[config.mk]
export PLATFORM = sky130hd
export DESIGN_NAME = alu_addsub_pipe
export DESIGN_NICKNAME = d
export VERILOG_FILES = /design/src/rtl/alu_addsub_pipe_pkg.sv /design/src/rtl/add_core32.sv /design/src/rtl/alu_addsub_pipe.sv
export SDC_FILE = /design/constraint.sdc
export NUM_CORES = 1
export LEC_CHECK = 0
export CAP_MARGIN = 20
export CORE_ASPECT_RATIO = 1.1
export CORE_UTILIZATION = 40
export CTS_BUF_LIST = sky130_fd_sc_hd__clkbuf_8 sky130_fd_sc_hd__clkbuf_16
export CTS_CLUSTER_SIZE = 8
export DETAILED_ROUTE_END_ITERATION = 8
export PLACE_DENSITY_LB_ADDON = 0.1
export RECOVER_POWER = 25
export SYNTH_ARGS = -nofsm -noshare
export SYNTH_HDL_FRONTEND = slang
export SYNTH_SLANG_ARGS = --single-unit
export TNS_END_PERCENT = 5
[constraint.sdc]
create_clock -name clk -period 5.6 [get_ports clk]
set_input_delay 0.56 -clock clk [delete_from_list [all_inputs] [get_ports clk]]
set_output_delay 0.56 -clock clk [all_outputs]
set_load 0.005 [all_outputs]
[src/rtl/alu_addsub_pipe_pkg.sv]
// alu_addsub_pipe_pkg: opcode and flag-index constants shared by the add/sub pipeline
package alu_addsub_pipe_pkg;
  localparam logic [1:0] OP_ADD = 2'b00;
  localparam logic [1:0] OP_SUB = 2'b01;
  localparam logic [1:0] OP_ADC = 2'b10;
  localparam logic [1:0] OP_SBC = 2'b11;
  localparam int FLAG_N = 3;
  localparam int FLAG_Z = 2;
  localparam int FLAG_C = 1;
  localparam int FLAG_V = 0;
endpackage

[src/rtl/add_core32.sv]
// add_core32: combinational WIDTH-bit adder with carry-in and carry-out
module add_core32
  import alu_addsub_pipe_pkg::*;
#(
  parameter int WIDTH = 32
) (
  input  logic [WIDTH-1:0] a,
  input  logic [WIDTH-1:0] b,
  input  logic             cin,
  output logic [WIDTH-1:0] sum,
  output logic             cout
);
  assign {cout, sum} = {1'b0, a} + {1'b0, b} + {{WIDTH{1'b0}}, cin};
endmodule

[src/rtl/alu_addsub_pipe.sv]
// alu_addsub_pipe: two-stage add/subtract stage with NZCV flags and an architectural carry for ADC/SBC chains
module alu_addsub_pipe
  import alu_addsub_pipe_pkg::*;
#(
  parameter int WIDTH = 32
) (
  input  logic             clk,
  input  logic             rst,
  input  logic             in_valid,
  output logic             in_ready,
  input  logic [WIDTH-1:0] in_a,
  input  logic [WIDTH-1:0] in_b,
  input  logic [1:0]       in_op,
  output logic             out_valid,
  input  logic             out_ready,
  output logic [WIDTH-1:0] out_result,
  output logic [3:0]       out_flags,
  output logic             carry_q
);
  logic             r_s1_valid;
  logic [WIDTH-1:0] r_s1_a;
  logic [WIDTH-1:0] r_s1_b;
  logic [1:0]       r_s1_op;
  logic             r_s2_valid;
  logic [WIDTH-1:0] r_result;
  logic [3:0]       r_flags;
  logic             r_carry;
  logic             w_s2_adv;
  logic             w_s1_adv;
  logic             w_cin;
  logic             w_cout;
  logic [WIDTH-1:0] w_b_eff;
  logic [WIDTH-1:0] w_sum;
  logic [3:0]       w_flags;

  assign w_s2_adv   = !r_s2_valid | out_ready;
  assign w_s1_adv   = !r_s1_valid | w_s2_adv;
  assign in_ready   = rst | w_s1_adv;
  assign out_valid  = r_s2_valid;
  assign out_result = r_result;
  assign out_flags  = r_flags;
  assign carry_q    = r_carry;

  // Effective B operand and carry-in; ADC/SBC pull in the architectural carry
  always_comb begin
    w_b_eff = (r_s1_op == OP_ADD || r_s1_op == OP_ADC) ? r_s1_b : ~r_s1_b;
    w_cin   = (r_s1_op == OP_ADC || r_s1_op == OP_SBC) ? r_carry : (r_s1_op == OP_SUB);
  end

  add_core32 #(.WIDTH(WIDTH)) u_add (
    .a    (r_s1_a),
    .b    (w_b_eff),
    .cin  (w_cin),
    .sum  (w_sum),
    .cout (w_cout)
  );

  // NZCV from the adder result; V compares signs of the actual adder inputs
  always_comb begin
    w_flags         = '0;
    w_flags[FLAG_N] = w_sum[WIDTH-1];
    w_flags[FLAG_Z] = (w_sum == '0);
    w_flags[FLAG_C] = w_cout;
    w_flags[FLAG_V] = (r_s1_a[WIDTH-1] == w_b_eff[WIDTH-1]) & (w_sum[WIDTH-1] != r_s1_a[WIDTH-1]);
  end

  // Stage 1: capture operands on accept; empties when its op moves on with nothing new behind it
  always_ff @(posedge clk) begin
    if (rst) begin
      r_s1_valid <= 1'b0;
    end else if (w_s1_adv) begin
      r_s1_valid <= in_valid;
      if (in_valid) begin
        r_s1_a  <= in_a;
        r_s1_b  <= in_b;
        r_s1_op <= in_op;
      end
    end
  end

  // Stage 2: register result, flags and carry together so a chained op one edge later sees the new carry
  always_ff @(posedge clk) begin
    if (rst) begin
      r_s2_valid <= 1'b0;
      r_result   <= '0;
      r_flags    <= '0;
      r_carry    <= 1'b0;
    end else if (w_s2_adv) begin
      r_s2_valid <= r_s1_valid;
      if (r_s1_valid) begin
        r_result <= w_sum;
        r_flags  <= w_flags;
        r_carry  <= w_cout;
      end
    end
  end
endmodule

# Yosys cells after proc, flatten, opt, wreduce, memory -nomap -nowiden
# Cells that the tools add are included.
# word_totals
elab_cells,31
ff_bits,105
output_inout_bits,39
inputBits,70
# op_classes
n_bitwise,6
mux,2
reduce_logical,8
addsub,2
eq_ne,5
# op_table
op,n
32-bit by 32-bit adder with 33-bit output,1
33-bit by 1-bit adder with 33-bit output,1
32-bit logical NOT,1
32-bit 2-to-1 mux,1
32-bit inverter,1
2-bit equality test (second input constant),2
1-bit OR,3
3-bit AND reduction,1
2-bit by 1-bit equality test with 1-bit output (second input constant),1
1-bit logical NOT,2
2-bit logical NOT,1
1-bit logical OR,2
2-bit AND reduction,1
1-bit AND,1
1-bit equality test,1
1-bit 2-to-1 mux,1
1-bit != test,1
1-bit inverter,1

# Depth between registers and ports, before layout
# logic_depth
depth_word,7
ltp_mapped,14
mapped_depth_nobuf,12

# Hierarchy
# Synthesis repeated with hierarchy kept, for this count alone.
# hier_totals
cells_unflattened,524
area_unflattened_um2,5420.2
# modules_own_cells
module,seq_area_each_um2,area_per_inst_um2,instances,cells_per_inst
alu_addsub_pipe,2722.6,3669.8,1,280
add_core32,0.0,1750.4,1,244

# Worst setup path after synthesis
# No wires, ideal clock.
# synth_path
kind,input port to flip-flop
start,input rst
end,register r_s1_a[0] (enable)
setup_slack_ns,1.162
t_required_ns,5.088
stages,2
setup_time_ns,0.512
path_buffers,0
arrival_ns,3.925
path_cell_list,nand2b_1 > a21oi_1
# synth_between
elab_chain_cells,2
# synth_rtl
element,line,rtl
start: declaration,alu_addsub_pipe.sv:8,"input logic rst,"
1-bit inverter (no line),--,
3-bit AND reduction (no line),--,
end signal: assignment,alu_addsub_pipe.sv:74,r_s1_a <= in_a;
end: declaration,alu_addsub_pipe.sv:21,logic [WIDTH-1:0] r_s1_a;
# No other way between the ends.
# A chain may end at the register's enable or synchronous reset.

# Worst setup path after layout
# layout_path
start,register r_s1_op[0]
end,register r_flags[2] (netlist: out_flags[2])
# layout_between
elab_chain_cells,6
elab_cells_between_ends,11
cone_classes,2 x add/sub; 3 x eq/ne; 2 x mux; 4 x reduce/logical
# layout_rtl
element,line,rtl
start: declaration,alu_addsub_pipe.sv:23,logic [1:0] r_s1_op;
start signal: assignment,alu_addsub_pipe.sv:76,r_s1_op <= in_op;
2-bit equality test / 2-bit logical NOT (equally long branches),"alu_addsub_pipe.sv:46, alu_addsub_pipe.sv:47",
1-bit logical OR,alu_addsub_pipe.sv:46,w_b_eff = (r_s1_op == OP_ADD || r_s1_op == OP_ADC) ? r_s1_b : ~r_s1_b;
32-bit 2-to-1 mux,alu_addsub_pipe.sv:46,
32-bit by 32-bit adder with 33-bit output,add_core32.sv:13,"assign {cout, sum} = {1'b0, a} + {1'b0, b} + {{WIDTH{1'b0}}, cin};"
33-bit by 1-bit adder with 33-bit output *,add_core32.sv:13,
32-bit logical NOT *,alu_addsub_pipe.sv:62,w_flags[FLAG_Z] = (w_sum == '0);
end signal: assignment,alu_addsub_pipe.sv:92,r_flags <= w_flags;
end: declaration,alu_addsub_pipe.sv:26,logic [3:0] r_flags;
# Mark *: on every way between the ends. The rest lies on a longest branch, timed or not.

==> impl_metrics.py <==
metrics = {
    "status": {
        "status": "finished clean",
    },
    "power_and_ir_drop": {
        "ir_drop_mv": 0.145,
        "finalPower_uw": 1980,
        "power.density_nw_per_um2": 263,
        "p_sw_uw": 596,
        "p_int_uw": 1380,
        "combPwrFrac": 0.265,
        "p_leak_uw": 0.00272,
        "p_sw_frac": 0.301,
        "p_seq_frac": 0.442,
        "clockPowerShare": 0.293,
    },
    "clock_network": {
        "htree_levels": 3,
        "clk_pin_slew_ns": 0.07,
        "cts_buffer_depth": 2,
        "insertion_delay_ns": 0.36,
        "cts.sinks": 103,
        "ctsHoldBuffers": 0,
        "root_buffer": "clkbuf_16",
        "cts_tree": "yes",
        "cts_buffers": 9,
        "cts-resized-gates": 0,
        "post_cts_buffers": 0,
    },
    "setup_path": {
        "slowest_stage": "a2111oi_0",
        "worstPathCellList": "buf_4, xor2_1, ha_1, nand4_1, a2111oi_0, nor3_1, xnor2_1, a211o_1, nor4_2, nand4_1, nand2_1",
        "endpoint_kind": "flip-flop",
        "crit_arrival_ns": 4.41,
        "cp.required_ns": 5.90,
        "crit_fanout": 24,
        "reg2reg_slack_ns": 1.49,
        "cpMostUsedCell": "nand4_1",
        "criticalPathCategory": "reg -> reg",
        "slowest_delay_ns": 0.79,
        "critPathLaunchType": "flip-flop",
    },
    "floorplanning": {
        "start_util": 0.415,
        "io_pins": 109,
        "core_area_um2": 14600,
        "rows": 46,
        "die_y_um": 131,
        "die_area_um2": 15600,
        "die-width_um": 119,
    },
    "route": {
        "drt-vias-per-instance": 5.46,
        "ant_nets": 0,
        "drt_first_iter_violations": 283,
        "wirelength_um": 15100,
        "dr_total_vias": 4971,
        "drc": 0,
        "drt-pass1-iter-count": 5,
        "wl_per_cell_um": 16.6,
    },
    "layout": {
        "synthToLayoutAreaGrowth_pct": 24.6,
        "antenna_cells": 0,
        "final_cell_mix": "72 x nand2_1, 66 x edfxtp_1, 62 x a21oi_1, 56 x clkdlybuf4s50_1, 52 x dlygate4sd3_1",
        "layout_commonest_cell": "nand2_1",
        "fin_cells": 910,
        "nFillCells": 1378,
        "fin_nets": 816,
        "layout-drive-gt1-share": 0.0529,
    },
    "timing": {
        "tightest_slew_ns": 0.854,
        "fin_crit_ns": 4.11,
        "period_share": 0.733,
        "slew_headroom": 0.416,
        "tns_ns": 0,
        "hold_viol": 0,
        "fmax_mhz": 244,
        "setup_viol": 0,
        "drv_slew": 0,
        "rsz0062_at_grt": "false",
        "worst_clock_skew_ns": 0.0111,
    },
    "global_route": {
        "antenna_found_initial": 0,
        "grt_overflow_total": 0,
        "first_global_vias": 4731,
        "grt_usage": 0.204,
        "grt_max_degree": 45,
        "grt_first_pass_wirelength_um": 24500,
    },
    "run": {
        "cap_violations": 0,
    },
    "placement": {
        "dpl.hpwl_um": 11800,
        "dp_cells": 894,
        "place_congestion": 0.858,
        "portBuffers": 108,
    },
    "synthesis": {
        "ys_warn_count": 0,
        "syn_nets": 730,
        "synth_edf_count": 66,
        "synth_area_per_cell_um2": 9.63,
        "async_flop_share": 0,
        "synth_area_um2": 6040,
        "ys_types": 70,
        "synth-seq-cells": 103,
        "netlist_instances": 627,
        "synthFlopType": "edfxtp_1",
        "ys_seq_area_frac": 0.451,
    },
    "min_path": {
        "hold_path_class": "reg -> reg",
    },
}
critical path: cells and delay by family, from the launching register on:
family / cells / cell delay, ns
adder cells (fa/ha/maj): 1 / 0.50
buffers and inverters: 1 / 0.46
XOR/XNOR: 2 / 0.35
AND/OR/NAND/NOR: 5 / 0.95
AO/OA/AOI/OAI: 2 / 1.10
flip-flops: 1 / 0.66
registers in the layout, indices dropped and copies added, names as in the netlist:
| signal | count |
|---|---|
| r_s1_op | 2 |
| out_result | 32 |
| out_flags | 3 |
| r_s1_a | 32 |
| r_s1_valid | 1 |
| r_s1_b | 32 |
| out_valid | 1 |
per-stage QoR:
step           worst slack [ns]  hold slack (ns)  area, um^2  utilization
5_1_grt                    1.17            0.479        7530        0.517
6_report                   1.49            0.455        7530        0.517
4_1_cts                    1.38            0.458        7530        0.517
3_5_place_dp               1.45            0.448        7260        0.498
2_1_floorplan              1.16            0.448        6040            -
3_3_place_gp               1.49            0.441        7240        0.497
per-layer routing:
metal / up-vias / GRT usage / routed length [um]
met2: 120 / 0.320 / 6810
met4: 0 / 0.0596 / 193
met5: - / 0 / 0
met3: 14 / 0.0399 / 616
li1: 2477 / - / -
met1: 2360 / 0.285 / 7520
final timing paths:
| path | cells after the start | end | startpoint |
|---|---|---|---|
| worst max-delay path | 11 | out_flags[2] | r_s1_op[0] |
| worst min-delay path | 2 | out_result[20] | out_result[20] |
| worst max register to register | 11 | out_flags[2] | r_s1_op[0] |
| worst min register to register | 2 | out_result[20] | out_result[20] |
synth_stat cells, types with 9 or more instances:
cell type,n,area share
or3_1,9,0.0093
ha_1,31,0.064
xor2_1,38,0.055
o21ai_0,26,0.022
nand4_1,12,0.012
o21a_1,13,0.016
nand2_1,72,0.045
nand3_1,18,0.015
xnor2_1,11,0.016
edfxtp_1,66,0.33
nor2_1,46,0.029
clkbuf_1,29,0.018
nor2b_1,10,0.010
a21oi_1,63,0.052
nor3_1,11,0.0091
dfxtp_1,37,0.12
kinds of logic after synthesis:
| group | synth area share |
|---|---|
| buf+inv | 0.0338 |
| simple gates | 0.174 |
| flops | 0.451 |
| mux | 0.00352 |
| compound gates | 0.196 |
| fa+ha+maj | 0.0708 |
| xor+xnor | 0.0710 |
power groups by stage:
stage	sequential [uW]	combinational [uW]	clock, uW
6_report	875	523	580
5_1_grt	879	577	635
4_1_cts	875	529	598
3_5_place_dp	892	526	0
3_3_place_gp	892	522	0
2_1_floorplan	891	337	0
layout make-up:
class,count,area [um^2],share of cell area
flip-flops and latches,103,2720,0.362
multi-input cells,477,3130,0.415
well taps,192,240,0.0319
repair buffers,114,1140,0.151
clock buffers,9,225,0.0299
inverters,8,30.0,0.00399
clock inverters,7,47.5,0.00631
(Power assumes the default switching activity.)
